**config.mk**
```make
export PLATFORM = sky130hd
export DESIGN_NAME = propose_integer_bounded_seq
export DESIGN_NICKNAME = d
export VERILOG_FILES = /design/src/rtl/propose_pkg.sv /design/src/rtl/clause_bound_reduce.sv /design/src/rtl/propose_integer_bounded_seq.sv
export SDC_FILE = /design/constraint.sdc
export NUM_CORES = 2
export LEC_CHECK = 0
export BUFFER_PORTS_ARGS = -buffer_cell sky130_fd_sc_hd__buf_2
export CORE_ASPECT_RATIO = 1.75
export CORE_MARGIN = 8
export CORE_UTILIZATION = 60
export DETAILED_ROUTE_END_ITERATION = 7
export GPL_TIMING_DRIVEN = 1
export PLACE_DENSITY = 0.78
export SETUP_SLACK_MARGIN = 0.3
export SLEW_MARGIN = 20
export SYNTH_ARGS = -nofsm -noshare
export SYNTH_HDL_FRONTEND = slang
export SYNTH_SLANG_ARGS = --single-unit
```
**constraint.sdc**
```tcl
create_clock -name in_clk -period 30.8 [get_ports in_clk]
set_input_delay 3.08 -clock in_clk [delete_from_list [all_inputs] [get_ports in_clk]]
set_output_delay 3.08 -clock in_clk [all_outputs]
set_load 0.005 [all_outputs]
```
**src/rtl/propose_pkg.sv**
```systemverilog
// Shared types and helpers for the integer propose engine.
// LFSR constants, FSM encoding, accumulator sizing and clamping.
package propose_pkg;

    localparam int LFSR_WIDTH = 16;
    localparam logic [LFSR_WIDTH-1:0] LFSR_TAPS = 16'hB400;

    typedef enum logic [1:0] {
        IDLE,
        REDUCE,
        SELECT,
        DONE
    } state_t;

    function automatic int acc_w(input int cw, input int viw);
        return 2 * cw + viw + 1;
    endfunction

    function automatic longint clamp(
        input longint x,
        input longint lo,
        input longint hi
    );
        if (x < lo) return lo;
        if (x > hi) return hi;
        return x;
    endfunction

    function automatic logic [LFSR_WIDTH-1:0] lfsr_next(
        input logic [LFSR_WIDTH-1:0] s
    );
        return s[0] ? ((s >> 1) ^ LFSR_TAPS) : (s >> 1);
    endfunction

endpackage

```
**src/rtl/clause_bound_reduce.sv**
```systemverilog
// Reduces one clause against the assignment for variable v and
// classifies it as an upper bound, lower bound, no-op or error.
module clause_bound_reduce
    import propose_pkg::*;
#(
    parameter int COEF_WIDTH      = 8,
    parameter int VAR_INDEX_WIDTH = 2,
    parameter int VAR_MIN         = -(2**(COEF_WIDTH-1)),
    parameter int VAR_MAX         = 2**(COEF_WIDTH-1)-1
) (
    input  logic [(2**VAR_INDEX_WIDTH+1)*COEF_WIDTH-1:0] coefficients,
    input  logic [(2**VAR_INDEX_WIDTH)*COEF_WIDTH-1:0]   assignment,
    input  logic [VAR_INDEX_WIDTH-1:0]                   var_index,
    input  logic                                         enable,
    output logic signed [COEF_WIDTH-1:0]                 bound,
    output logic                                         is_upper,
    output logic                                         is_lower,
    output logic                                         error
);

    localparam int NUM_VARS = 2**VAR_INDEX_WIDTH;
    localparam int ACC_W    = acc_w(COEF_WIDTH, VAR_INDEX_WIDTH);

    logic signed [ACC_W-1:0]      r;
    logic signed [ACC_W-1:0]      b_acc;
    logic signed [COEF_WIDTH-1:0] a_k;
    logic signed [COEF_WIDTH-1:0] x_k;
    logic signed [COEF_WIDTH-1:0] b_k;
    logic signed [COEF_WIDTH-1:0] a_v;
    logic                         is_plus;
    logic                         is_minus;
    logic                         is_zero;

    always_comb begin
        b_k = coefficients[NUM_VARS*COEF_WIDTH +: COEF_WIDTH];
        r   = ACC_W'(b_k);
        a_v = '0;
        a_k = '0;
        x_k = '0;
        for (int k = 0; k < NUM_VARS; k++) begin
            a_k = coefficients[k*COEF_WIDTH +: COEF_WIDTH];
            x_k = assignment[k*COEF_WIDTH +: COEF_WIDTH];
            if (k == int'(var_index)) a_v = a_k;
            else r = r + ACC_W'(a_k) * ACC_W'(x_k);
        end

        is_plus  = (a_v == COEF_WIDTH'(1));
        is_minus = (a_v == {COEF_WIDTH{1'b1}});
        is_zero  = (a_v == '0);

        // a_v=+1 gives x_v <= -r, a_v=-1 gives x_v >= r
        b_acc = is_plus ? -r : r;
        bound = COEF_WIDTH'(clamp(longint'(b_acc),
                                  longint'(VAR_MIN),
                                  longint'(VAR_MAX)));

        is_upper = enable && is_plus;
        is_lower = enable && is_minus;
        error    = enable && !(is_plus || is_minus || is_zero);
    end

endmodule

```
**src/rtl/propose_integer_bounded_seq.sv**
```systemverilog
// Time-multiplexed integer propose engine, one clause per cycle.
// PROPOSE_STATS_EN enables the handshake/infeasible counters.
module propose_integer_bounded_seq
    import propose_pkg::*;
#(
    parameter int COEF_WIDTH         = 8,
    parameter int VAR_INDEX_WIDTH    = 2,
    parameter int CLAUSE_INDEX_WIDTH = 3,
    parameter int VAR_MIN            = -(2**(COEF_WIDTH-1)),
    parameter int VAR_MAX            = 2**(COEF_WIDTH-1)-1
) (
    input  logic                                         in_clk,
    input  logic                                         in_reset,
    input  logic [15:0]                                  in_seed,
    input  logic                                         in_load_valid,
    input  logic [CLAUSE_INDEX_WIDTH-1:0]                in_load_index,
    input  logic [(2**VAR_INDEX_WIDTH+1)*COEF_WIDTH-1:0] in_load_coefficients,
    input  logic                                         in_start,
    input  logic [VAR_INDEX_WIDTH-1:0]                   in_var_index,
    input  logic [(2**VAR_INDEX_WIDTH)*COEF_WIDTH-1:0]   in_assignment,
    input  logic [2**CLAUSE_INDEX_WIDTH-1:0]             in_clause_enable,
    input  logic                                         in_ready,
    output logic                                         out_busy,
    output logic                                         out_valid,
    output logic                                         out_feasible,
    output logic [COEF_WIDTH-1:0]                        out_lower,
    output logic [COEF_WIDTH-1:0]                        out_upper,
    output logic [COEF_WIDTH-1:0]                        out_value,
    output logic                                         out_error,
    output logic [15:0]                                  out_propose_count,
    output logic [15:0]                                  out_infeasible_count
);

    localparam int NUM_VARS    = 2**VAR_INDEX_WIDTH;
    localparam int NUM_CLAUSES = 2**CLAUSE_INDEX_WIDTH;
    localparam int CLAUSE_W    = (NUM_VARS+1)*COEF_WIDTH;
    localparam int ASSIGN_W    = NUM_VARS*COEF_WIDTH;
    localparam int PROD_W      = LFSR_WIDTH+COEF_WIDTH+1;
    localparam logic signed [COEF_WIDTH-1:0] LO_INIT = COEF_WIDTH'(VAR_MIN);
    localparam logic signed [COEF_WIDTH-1:0] HI_INIT = COEF_WIDTH'(VAR_MAX);

    state_t                        state;
    logic [CLAUSE_W-1:0]           bank [NUM_CLAUSES];
    logic [CLAUSE_INDEX_WIDTH-1:0] clause_idx;
    logic [VAR_INDEX_WIDTH-1:0]    var_q;
    logic [ASSIGN_W-1:0]           x_q;
    logic [NUM_CLAUSES-1:0]        mask_q;
    logic signed [COEF_WIDTH-1:0]  lo_q;
    logic signed [COEF_WIDTH-1:0]  hi_q;
    logic [LFSR_WIDTH-1:0]         lfsr;

    logic signed [COEF_WIDTH-1:0]  bound;
    logic                          is_upper;
    logic                          is_lower;
    logic                          clause_err;

    logic                          feasible;
    logic [COEF_WIDTH:0]           range_w;
    logic [COEF_WIDTH-1:0]         offset;
    logic [COEF_WIDTH-1:0]         pick;
    logic [COEF_WIDTH-1:0]         x_v;

    clause_bound_reduce #(
        .COEF_WIDTH      (COEF_WIDTH),
        .VAR_INDEX_WIDTH (VAR_INDEX_WIDTH),
        .VAR_MIN         (VAR_MIN),
        .VAR_MAX         (VAR_MAX)
    ) u_reduce (
        .coefficients (bank[clause_idx]),
        .assignment   (x_q),
        .var_index    (var_q),
        .enable       (mask_q[clause_idx]),
        .bound        (bound),
        .is_upper     (is_upper),
        .is_lower     (is_lower),
        .error        (clause_err)
    );

    // range is 1..2^COEF_WIDTH when feasible, so offset always lands in [lo,hi]
    always_comb begin
        feasible = (lo_q <= hi_q);
        range_w  = {hi_q[COEF_WIDTH-1], hi_q}
                 - {lo_q[COEF_WIDTH-1], lo_q}
                 + (COEF_WIDTH+1)'(1);
        offset   = COEF_WIDTH'((PROD_W'(lfsr) * PROD_W'(range_w)) >> LFSR_WIDTH);
        pick     = lo_q + offset;
        x_v      = x_q[var_q*COEF_WIDTH +: COEF_WIDTH];
    end

    always_ff @(posedge in_clk) begin
        if (in_reset) begin
            state        <= IDLE;
            out_busy     <= 1'b0;
            out_valid    <= 1'b0;
            out_feasible <= 1'b0;
            out_lower    <= '0;
            out_upper    <= '0;
            out_value    <= '0;
            out_error    <= 1'b0;
            clause_idx   <= '0;
            var_q        <= '0;
            x_q          <= '0;
            mask_q       <= '0;
            lo_q         <= '0;
            hi_q         <= '0;
            lfsr         <= (in_seed == '0) ? 16'h0001 : in_seed;
            for (int i = 0; i < NUM_CLAUSES; i++) bank[i] <= '0;
        end else begin
            unique case (state)
                IDLE: begin
                    if (in_load_valid) bank[in_load_index] <= in_load_coefficients;
                    if (in_start) begin
                        var_q      <= in_var_index;
                        x_q        <= in_assignment;
                        mask_q     <= in_clause_enable;
                        lo_q       <= LO_INIT;
                        hi_q       <= HI_INIT;
                        clause_idx <= '0;
                        out_busy   <= 1'b1;
                        state      <= REDUCE;
                    end
                end
                REDUCE: begin
                    if (is_lower && bound > lo_q) lo_q <= bound;
                    if (is_upper && bound < hi_q) hi_q <= bound;
                    if (clause_err) out_error <= 1'b1;
                    clause_idx <= clause_idx + CLAUSE_INDEX_WIDTH'(1);
                    if (&clause_idx) state <= SELECT;
                end
                SELECT: begin
                    out_feasible <= feasible;
                    out_lower    <= lo_q;
                    out_upper    <= hi_q;
                    out_value    <= feasible ? pick : x_v;
                    lfsr         <= lfsr_next(lfsr);
                    state        <= DONE;
                end
                DONE: begin
                    if (!out_valid) begin
                        out_valid <= 1'b1;
                    end else if (in_ready) begin
                        out_valid <= 1'b0;
                        out_busy  <= 1'b0;
                        state     <= IDLE;
                    end
                end
                default: state <= IDLE;
            endcase
        end
    end

`ifdef PROPOSE_STATS_EN
    logic handshake;
    assign handshake = (state == DONE) && out_valid && in_ready;

    always_ff @(posedge in_clk) begin
        if (in_reset) begin
            out_propose_count    <= '0;
            out_infeasible_count <= '0;
        end else if (handshake) begin
            if (out_propose_count != '1)
                out_propose_count <= out_propose_count + 16'd1;
            if (!out_feasible && out_infeasible_count != '1)
                out_infeasible_count <= out_infeasible_count + 16'd1;
        end
    end
`else
    assign out_propose_count    = '0;
    assign out_infeasible_count = '0;
`endif

endmodule

```
==> out/results.txt <==
Crit path DAT -> 15590 ps
Cell area after layout -> 41400 um^2
Setup-failing EPs final -> 0
Hold WC Path Type -> register to register
CP Capture Type -> register
Cells after Synth -> 3708
Cell area after synthesis -> 38800 um^2
Hold path endpoint -> mask_q[2]$_SDFFE_PP0P_
Placeable Area -> 64200 um^2
Number of vias per cell -> 5.93
I/O pins -> 166
Clock buffer count from CTS -> 41
Placement row count -> 123
Most frequent cells after synthesis -> 421 x inv_1, 398 x and2_1, 340 x nand2_1
Largest cells by area after synthesis -> edfxtp_1 26%, fa_1 17%, ha_1 8.6%
Fin util -> 64.5%
Die area -> 73300 um^2
Gr ovfl total -> 0
Number of synthesized flops with an enable pin -> 336
Crit path top cell by count -> a21oi_1
Slowest stage delay, CP -> 750 ps
Max-slew headroom -> 28.9%
# DRC -> 0
Fillers -> 5058
Fin. max-slew vios -> 0
Worst-skew pair later-pin latency -> 620 ps
Fraction of layout cells with a size suffix above 1 -> 10.4%
Via count -> 27.4k
Placed Cells -> 4548
Largest net degree at the start of global routing -> 71
DP Wirelength -> 79600 um
Run status -> complete, no violations
Worst slew pin tran -> 1060 ps
CTS root buffer -> clkbuf_16
Synthesis-to-layout area growth -> 6.68%
Fin Setup TNS -> 0 ps
Fmax -> 66.3 MHz
Die height -> 352 um
First-pass GRT wire length -> 160000 um
Post-synth top flop -> edfxtp_1
Worst reg2reg path depth -> 59
Final nets -> 4486
RSZ-0062 raised after global routing -> no
Clk_skew -> 42.0 ps
Placed instance area -> 40000 um^2
Slowest cell on crit path -> buf_4
CTS tree -> yes
Post-synthesis sequential area ratio -> 30.9%
Initial drt markers -> 1473
Fin. Hold Viols -> 0
PortBufs -> 133
Clk sinks -> 430
Hold wc startpoint -> mask_q[2]$_SDFFE_PP0P_
GRT Total Usage -> 28.1%
Worst Setup Path Type -> register to register
# resized after CTS -> 0
Final period util -> 49.0%
Yosys reg bits -> 430
Vias in the first global route -> 29.3k
WL per Instance -> 22.2 um
H-tree depth -> 2
Clk pin slew, worst setup/hold paths -> 70 ps
Synth warn -> 0
Die W -> 208 um
Gpl congestion -> 0.974
Finished Layout Cells -> 4625
Yosys cell types -> 99
Largest area contributor in the netlist -> edfxtp_1
Synth async-reset ratio -> 0%
Min Tclk post-route -> 15080 ps
Worst EP required -> 31310 ps
Hold buffers post-CTS -> 0
Initial antenna violation count -> 3
Critical R2R Capture -> lo_q[4]$_SDFFE_PP0P_
Clock tree buffer depth -> 3
Top fanout value on the critical path -> 66
Initial Utilization -> 60.4%
Flop2flop setup slack -> 15720 ps
Routed Wire Length -> 103000 um
WHS Path Cells -> 2
DRT antenna net count -> 0
Top-count cell post-synth -> inv_1
Avg Cell Area, Syn -> 10.5 um^2
Share of the synthesized area in the top cell type -> 26.0%
Max_cap viols -> 0
First-pass DRT Iterations -> 5
Startpoint Class -> register
Setup bufs post-CTS -> 0
## sequential cells by signal (all words and copies together) (netlist names), named ones only
register / count
hi_q: 8
var_q: 2
out_upper: 8
out_value: 8
lo_q: 8
lfsr: 16
out_error: 1
mask_q: 8
bank: 320
clause_idx: 3
out_feasible: 1
out_valid: 1
state: 2
x_q: 32
out_lower: 8
out_busy: 1
## layout make-up
cell class / count / area [um^2] / share of cell area [%]
multi-input cells: 2698 / 24300 / 58.9
inverters: 422 / 1580 / 3.83
flip-flops and latches: 430 / 12000 / 29.0
well taps: 812 / 1020 / 2.46
clock inverters: 27 / 308 / 0.744
clock buffers: 49 / 1070 / 2.58
repair buffers: 186 / 1070 / 2.58
diodes: 1 / 2.50 / 0.00605
## worst max-delay path, delay by kind of cell, from the launching register on
kind | cells | cell delay, ps
compound gates | 27 | 4790
xor+xnor | 3 | 950
fa+ha+maj | 10 | 4190
buf+inv | 3 | 860
flops | 1 | 580
mux | 2 | 1040
simple gates | 14 | 2580
## metrics by stage
stage               hold slack [ps]  setup slack (ps)
floorplan                       431             17300
global placement                442             16020
detailed placement              445             15900
CTS                             455             15860
global route                    478             14660
finish                          454             15720
## kinds of logic (layout without fill, tap and decap cells)
family	after synthesis	count (layout)	share of synthesized area, %
flip-flops	430	430	30.9
multiplexers	193	193	8.12
buffers and inverters	611	684	6.78
other	1	33	0.00967
AO/OA/AOI/OAI	464	464	7.80
adder cells (fa/ha/maj)	601	601	25.9
AND/OR/NAND/NOR	1270	1270	17.4
XOR/XNOR	138	138	3.12
## worst max path at each step
| stage | start | end | slack (ps) | cells past startpoint |
|---|---|---|---|---|
| finish | register | lo_q[4]$_SDFFE_PP0P_ | 15720 | 59 |
| floorplan | register | lo_q[0]$_SDFFE_PP0P_ | 17300 | 65 |
| CTS | register | lo_q[4]$_SDFFE_PP0P_ | 15860 | 59 |
| global route | register | lo_q[4]$_SDFFE_PP0P_ | 14660 | 60 |
| detailed placement | register | lo_q[4]$_SDFFE_PP0P_ | 15900 | 55 |
| global placement | register | lo_q[0]$_SDFFE_PP0P_ | 16020 | 60 |
## layout by cell type (no fill, tap or decap), types with 20 or more instances in the layout
cell / instances
inv_1: 422
nor2b_1: 124
a211oi_1: 21
o21ai_0: 75
mux4_2: 69
nand2b_1: 92
buf_2: 132
nand2_1: 340
edfxtp_1: 336
clkbuf_16: 41
and2_1: 397
o21bai_1: 27
nor3_1: 24
a21o_1: 46
ha_1: 266
conb_1: 32
fa_1: 334
dfxtp_1: 92
mux2_2: 24
nor2_1: 150
buf_4: 54
xnor2_1: 106
o21a_1: 20
mux2i_1: 78
a21oi_1: 151
xor2_1: 31
nand3_1: 35
## layer usage
layer	routed length, um	global-route usage [%]
met4	8270	19.7
met1	33700	27.0
met5	45	0
met3	5820	4.39
met2	55000	53.5
Power is left out: the tool's default activity adds up to more than one toggle a clock period on the data nets, which glitch-free logic cannot reach.
